===== src/rtl/uart_frame_rx.sv =====
// Frame parser: hunts SOF, reads LEN, buffers the payload while feeding an external
// CRC-32 engine, checks the trailing CRC and releases the payload only on a match.
module uart_frame_rx #(
  parameter int         MAX_LEN        = 64,
  parameter logic [7:0] SOF_BYTE       = 8'hA5,
  parameter int         TIMEOUT_CYCLES = 100000
) (
  input  logic        clk,
  input  logic        rst,
  input  logic        in_valid,
  input  logic [7:0]  in_data,
  output logic        crc_init,
  output logic        crc_en,
  output logic [7:0]  crc_data,
  input  logic [31:0] crc_value,
  output logic        out_valid,
  input  logic        out_ready,
  output logic [7:0]  out_data,
  output logic        out_last,
  output logic        frame_ok,
  output logic        err_crc,
  output logic        err_len,
  output logic        err_timeout,
  output logic        err_overrun,
  output logic        busy
);

  localparam int            AW        = (MAX_LEN > 1) ? $clog2(MAX_LEN) : 1;
  localparam int            TW        = $clog2(TIMEOUT_CYCLES + 1);
  localparam logic [TW-1:0] TMO_LAST  = TW'(TIMEOUT_CYCLES - 1);
  localparam logic [7:0]    MAX_LEN_B = 8'(MAX_LEN);

  typedef enum logic [2:0] {
    S_IDLE    = 3'd0,
    S_LEN     = 3'd1,
    S_PAYLOAD = 3'd2,
    S_CRC     = 3'd3,
    S_CHECK   = 3'd4,
    S_DRAIN   = 3'd5
  } state_t;

  state_t        r_state, w_next;
  logic [7:0]    r_len, r_idx, r_rd_idx;
  logic [1:0]    r_crc_cnt;
  logic [31:0]   r_rx_crc;
  logic [TW-1:0] r_tmo;
  logic [7:0]    r_buf [0:(1<<AW)-1];
  logic          r_out_valid, r_out_last, r_frame_ok, r_err_crc, r_err_len;
  logic          r_err_timeout, r_err_overrun, r_busy;
  logic [7:0]    r_out_data;

  logic          w_crc_init, w_crc_en, w_err_len, w_done_crc, w_overrun;
  logic [7:0]    w_crc_data;
  logic          w_active, w_len_bad, w_pay_last, w_crc_last, w_crc_match, w_tmo_hit;
  logic          w_handshake;
  logic [7:0]    w_rd_nxt;

  assign w_active    = (r_state == S_LEN) || (r_state == S_PAYLOAD) || (r_state == S_CRC);
  assign w_len_bad   = (in_data == 8'd0) || (in_data > MAX_LEN_B);
  assign w_pay_last  = (r_idx == (r_len - 8'd1));
  assign w_crc_last  = (r_crc_cnt == 2'd3);
  // Compare against the word the 4th CRC byte completes; the engine settled long before.
  assign w_crc_match = ({in_data, r_rx_crc[31:8]} == ~crc_value);
  assign w_tmo_hit   = w_active && !in_valid && (r_tmo == TMO_LAST);
  assign w_handshake = r_out_valid && out_ready;
  assign w_rd_nxt    = r_rd_idx + 8'd1;

  // State register
  always_ff @(posedge clk) begin
    if (rst) r_state <= S_IDLE;
    else     r_state <= w_next;
  end

  // Next-state logic
  always_comb begin
    w_next = r_state;
    case (r_state)
      S_IDLE:    w_next = (in_valid && (in_data == SOF_BYTE)) ? S_LEN : S_IDLE;
      S_LEN: begin
        if (w_tmo_hit)     w_next = S_IDLE;
        else if (in_valid) w_next = w_len_bad ? S_IDLE : S_PAYLOAD;
        else               w_next = S_LEN;
      end
      S_PAYLOAD: begin
        if (w_tmo_hit)                   w_next = S_IDLE;
        else if (in_valid && w_pay_last) w_next = S_CRC;
        else                             w_next = S_PAYLOAD;
      end
      S_CRC: begin
        if (w_tmo_hit)                   w_next = S_IDLE;
        else if (in_valid && w_crc_last) w_next = S_CHECK;
        else                             w_next = S_CRC;
      end
      S_CHECK:   w_next = r_frame_ok ? S_DRAIN : S_IDLE;
      S_DRAIN:   w_next = (w_handshake && r_out_last) ? S_IDLE : S_DRAIN;
      default:   w_next = S_IDLE;
    endcase
  end

  // Output decode: CRC engine controls and per-byte event strobes
  always_comb begin
    w_crc_init = 1'b0;
    w_crc_en   = 1'b0;
    w_crc_data = 8'h00;
    w_err_len  = 1'b0;
    w_done_crc = 1'b0;
    w_overrun  = 1'b0;
    case (r_state)
      S_IDLE:    w_crc_init = in_valid && (in_data == SOF_BYTE);
      S_LEN:     w_err_len  = in_valid && w_len_bad;
      S_PAYLOAD: begin
        w_crc_en   = in_valid;
        w_crc_data = in_valid ? in_data : 8'h00;
      end
      S_CRC:     w_done_crc = in_valid && w_crc_last;
      S_CHECK,
      S_DRAIN:   w_overrun  = in_valid;
      default:   w_crc_init = 1'b0;
    endcase
  end

  // Counters, received CRC, drain output register and registered status strobes
  always_ff @(posedge clk) begin
    if (rst) begin
      r_len         <= 8'd0;
      r_idx         <= 8'd0;
      r_rd_idx      <= 8'd0;
      r_crc_cnt     <= 2'd0;
      r_rx_crc      <= 32'd0;
      r_tmo         <= '0;
      r_out_valid   <= 1'b0;
      r_out_data    <= 8'h00;
      r_out_last    <= 1'b0;
      r_frame_ok    <= 1'b0;
      r_err_crc     <= 1'b0;
      r_err_len     <= 1'b0;
      r_err_timeout <= 1'b0;
      r_err_overrun <= 1'b0;
      r_busy        <= 1'b0;
    end else begin
      r_frame_ok    <= w_done_crc && w_crc_match;
      r_err_crc     <= w_done_crc && !w_crc_match;
      r_err_len     <= w_err_len;
      r_err_timeout <= w_tmo_hit;
      r_err_overrun <= w_overrun;
      r_busy        <= (w_next != S_IDLE);
      r_tmo         <= (in_valid || !w_active) ? '0 : r_tmo + TW'(1);
      case (r_state)
        S_IDLE: begin
          r_idx     <= 8'd0;
          r_crc_cnt <= 2'd0;
        end
        S_LEN:     if (in_valid) r_len <= in_data;
        S_PAYLOAD: if (in_valid) r_idx <= w_pay_last ? 8'd0 : r_idx + 8'd1;
        S_CRC: begin
          if (in_valid) begin
            r_rx_crc  <= {in_data, r_rx_crc[31:8]};
            r_crc_cnt <= r_crc_cnt + 2'd1;
          end
        end
        S_CHECK: begin
          if (r_frame_ok) begin
            r_out_valid <= 1'b1;
            r_out_data  <= r_buf[0];
            r_out_last  <= (r_len == 8'd1);
            r_rd_idx    <= 8'd0;
          end
        end
        S_DRAIN: begin
          if (w_handshake) begin
            if (r_out_last) begin
              r_out_valid <= 1'b0;
              r_out_last  <= 1'b0;
            end else begin
              r_rd_idx   <= w_rd_nxt;
              r_out_data <= r_buf[w_rd_nxt[AW-1:0]];
              r_out_last <= (w_rd_nxt == (r_len - 8'd1));
            end
          end
        end
        default: r_idx <= 8'd0;
      endcase
    end
  end

  // Payload buffer, left without reset so it maps onto plain storage
  always_ff @(posedge clk) begin
    if ((r_state == S_PAYLOAD) && in_valid) r_buf[r_idx[AW-1:0]] <= in_data;
  end

  assign crc_init    = w_crc_init;
  assign crc_en      = w_crc_en;
  assign crc_data    = w_crc_data;
  assign out_valid   = r_out_valid;
  assign out_data    = r_out_data;
  assign out_last    = r_out_last;
  assign frame_ok    = r_frame_ok;
  assign err_crc     = r_err_crc;
  assign err_len     = r_err_len;
  assign err_timeout = r_err_timeout;
  assign err_overrun = r_err_overrun;
  assign busy        = r_busy;

endmodule


===== config.mk =====
export PLATFORM = sky130hd
export DESIGN_NAME = uart_frame_rx
export DESIGN_NICKNAME = d
export VERILOG_FILES = /design/src/rtl/uart_frame_rx.sv
export SDC_FILE = /design/constraint.sdc
export NUM_CORES = 1
export LEC_CHECK = 0
export BUFFER_PORTS_ARGS = -buffer_cell sky130_fd_sc_hd__buf_4
export CORE_ASPECT_RATIO = 0.5
export CORE_UTILIZATION = 39
export CTS_BUF_LIST = sky130_fd_sc_hd__clkbuf_8
export DETAILED_ROUTE_END_ITERATION = 12
export GPL_ROUTABILITY_DRIVEN = 1
export PLACE_DENSITY = 0.58
export SYNTH_ARGS = -nofsm -noshare
export SYNTH_HDL_FRONTEND = slang
export SYNTH_SLANG_ARGS = --single-unit

===== constraint.sdc =====
create_clock -name clk -period 3.1 [get_ports clk]
set_input_delay 0 -clock clk [delete_from_list [all_inputs] [get_ports clk]]
set_output_delay 0 -clock clk [all_outputs]
set_load 0.05 [all_outputs]

==> impl_metrics.toml <==
[clocking]
cts_tree = "built"
cts_made_buffers = 88
htreeDepth = 3
clk_pin_slew_ns = 0.07
cts_resized = 0
cts_hold_buf = 18
post-cts-setup-buffer-count = 0
insertion_delay_ns = 0.68
numClockSinks = 598
clock-root-buffer = "clkbuf_8"
clk_path_buf_depth = 3

[global_routing]
grtUsageTotal_pct = 19.4
grt_pass1_vias = 13970
grt_max_degree = 65
overflow = 0
antenna_found_initial = 1
grt_pass1_wl_um = 90400

[setup_path]
path_delay_family = "buffers and inverters"
cp_slowest_cell = "dlygate4sd3_1"
required_ns = 3.68
cp_max_fo = 20
crit_path_end_kind = "flop"
path_cells = "dlygate4sd3_1, buf_4, buf_4, xor2_1, nand4_1, dlygate4sd3_1, nor4_1, dlygate4sd3_1, nand2_1, dlygate4sd3_1, nor2_1"
path_common_cell = "dlygate4sd3_1"
max_stage_delay_ns = 0.60
crit_arrival_ns = 3.46
crit_buf_inv = 6
critical_path.startpoint_type = "primary input"
worstSetupPathType = "primary input to flop"

[placement]
pre_cts_ws_ns = 0.386
post-place-cells = 2490
place.gp.congestion = 0.860
port_buffers = 69
dp_hpwl_um = 39100

[flow_run]
cap_viol_max_count = 0

[logic_synthesis]
syn-num-nets = 1599
synth-seq-cells = 598
synth-edff-count = 512
ys_async_sr_fraction_pct = 0
syn-cell-area_um2 = 24500
seq_area_frac_synth_pct = 69.8
synth_common_cells = "512 x edfxtp_1, 202 x nand2_1, 128 x mux4_2"
yosys-top-cells-area = "edfxtp_1 63%, mux4_2 12%, dfxtp_1 7.0%"
synth_top_cell_area_share_pct = 62.8
synth_cell_types = 69
synthFlopType = "edfxtp_1"
synth.avg_cell_area_um2 = 15.8
synth_most_common_cell = "edfxtp_1"
syn_inst = 1549
synth_top_cell_by_area = "edfxtp_1"
yosys_warnings = 0

[sta]
finalHoldViolCount = 0
max_freq_mhz = 347
slew_viol_final = 0
skew_ns = 0.0490
post-route-period-util_pct = 92.9
period_minus_slack_ns = 2.88
rsz0062_at_grt = "false"
finalSetupViolCount = 0
slew_headroom_pct = 35.7
fin_tns_setup_ns = 0
worst_slew_pin_slew_ns = 0.963
worst_slack_ns = 0.221

[cells_and_area]
area_growth_pct = 16.6
layout-drive-gt1-share_pct = 24.4
fin_nets = 1823
num_antenna_cells = 0
stdcell_count = 2668

[floorplan]
ios = 70
core_region_area_um2 = 61600
die_h_um = 179
initial_core_util_pct = 39.8
die_w_um = 356
die_area_um2 = 63900
num_rows = 64

[pwr]
power.total_mw = 14.9
power.density_nw_per_um2 = 521
leakagePower_nw = 9.31
ir_drop_mv = 0.278

[route]
avgViaCountPerCell = 5.35
dr.pass1.iters = 7
antenna_left = 0
vias = 14262
drt_iter0_drc = 1342
drc = 0
drt-total-wl_um = 62000
wl_per_cell_um = 23.2

[worst_hold_path]
hp-class = "primary input to flop"

[status]
status = "completed"
registers in the layout, summed over array words and instances, names as in the netlist:
| signal | flops |
|---|---|
| r_crc_cnt | 2 |
| r_len | 8 |
| err_timeout | 1 |
| r_rx_crc | 24 |
| r_tmo | 17 |
| err_overrun | 1 |
| busy | 1 |
| r_buf | 512 |
| out_data | 8 |
| out_last | 1 |
| err_crc | 1 |
| r_rd_idx | 8 |
| frame_ok | 1 |
| out_valid | 1 |
| r_state | 3 |
| r_idx | 8 |
| err_len | 1 |
cell usage in the layout (no fill, tap or decap), types with 3 or more instances in the layout:
| cell type | netlist | layout |
|---|---|---|
| edfxtp_1 | 512 | 512 |
| nand2_1 | 202 | 202 |
| buf_4 | 2 | 190 |
| mux4_2 | 128 | 128 |
| nor2_1 | 110 | 110 |
| clkbuf_8 | 0 | 93 |
| dfxtp_1 | 86 | 85 |
| a21oi_1 | 73 | 73 |
| xor2_1 | 50 | 50 |
| inv_1 | 9 | 49 |
| nand3_1 | 41 | 41 |
| xnor2_1 | 25 | 24 |
| nor4_1 | 22 | 22 |
| mux2i_1 | 21 | 21 |
| o21ai_0 | 19 | 19 |
| dlygate4sd3_1 | 0 | 18 |
| clkinv_1 | 0 | 16 |
| nand4_1 | 15 | 15 |
| nor3_1 | 13 | 13 |
| o22ai_1 | 13 | 13 |
| and2_1 | 12 | 12 |
| and3_1 | 10 | 10 |
| nand2b_1 | 9 | 9 |
| a31oi_1 | 9 | 9 |
| nand3b_1 | 8 | 8 |
| a32oi_1 | 8 | 8 |
| buf_12 | 0 | 7 |
| nor2b_1 | 6 | 6 |
| or3_1 | 6 | 6 |
| clkinv_2 | 0 | 6 |
| ha_1 | 6 | 5 |
| a22oi_1 | 4 | 4 |
| and4_1 | 3 | 3 |
| a21o_1 | 3 | 3 |
| a211oi_1 | 3 | 3 |
| nor4b_1 | 3 | 3 |
per-stage QoR:
step	hold slack, ns	utilization [%]	cell area [um2]
final	0.196	46.4	28600
after global routing	0.192	46.4	28600
after CTS	0.155	46.4	28600
after detailed placement	0.312	43.5	26800
after global placement	0.311	43.5	26800
after floorplan	0.0989	-	24500
power by group:
group          internal (mW)  switching, mW
Sequential              8.72        0.00157
Clock                   2.87           3.02
Combinational         0.0759          0.198
metal layers:
layer	vias to the layer above	share of wire [%]	track usage [%]
li1	6437	-	-
met2	475	45	29.4
met1	7242	46	28.2
met5	-	0.021	0
met4	2	2.2	5.44
met3	106	6.9	4.07
cell type report:
cell class,instances,area [um2]
Clock buffer,93,1280
Clock inverter,67,319
Fill cell,5332,33000
Inverter,9,33.8
Multi-Input combinational cell,861,7050
Sequential cell,598,17100
Tap cell,825,1030
Timing Repair Buffer,215,1750
worst register-to-register path, cell delays in order (launching register included):
cell and delay, ns:
dfxtp_1 0.42, xor2_1 0.16, nand4_1 0.09, dlygate4sd3_1 0.57, nor4_1 0.20, dlygate4sd3_1 0.60, nand2_1 0.05, dlygate4sd3_1 0.57
nor2_1 0.13
kinds of logic after synthesis:
logic type | Yosys count | share of synthesized area [%]
adders and majority gates | 6 | 0.306
xor gates and xnor gates | 78 | 2.91
buffers and inverters | 90 | 1.54
muxes | 150 | 12.7
DFF | 598 | 69.8
and+or+nand+nor | 477 | 9.07
AOI/OAI and AO/OA | 150 | 3.71
path summary, 6_finish.rpt:
path                              startpoint           end  slack (ns)  depth (start not counted)
worst max-delay path              in_data[1]      frame_ok        0.22                         11
worst max register to register  r_rx_crc[22]      frame_ok        0.24                          8
worst min-delay path              in_data[5]  r_buf[37][5]        0.20                          2
worst min register to register      r_tmo[0]      r_tmo[0]        0.47                          1
Note: power is estimated with default switching activity, not from simulation.
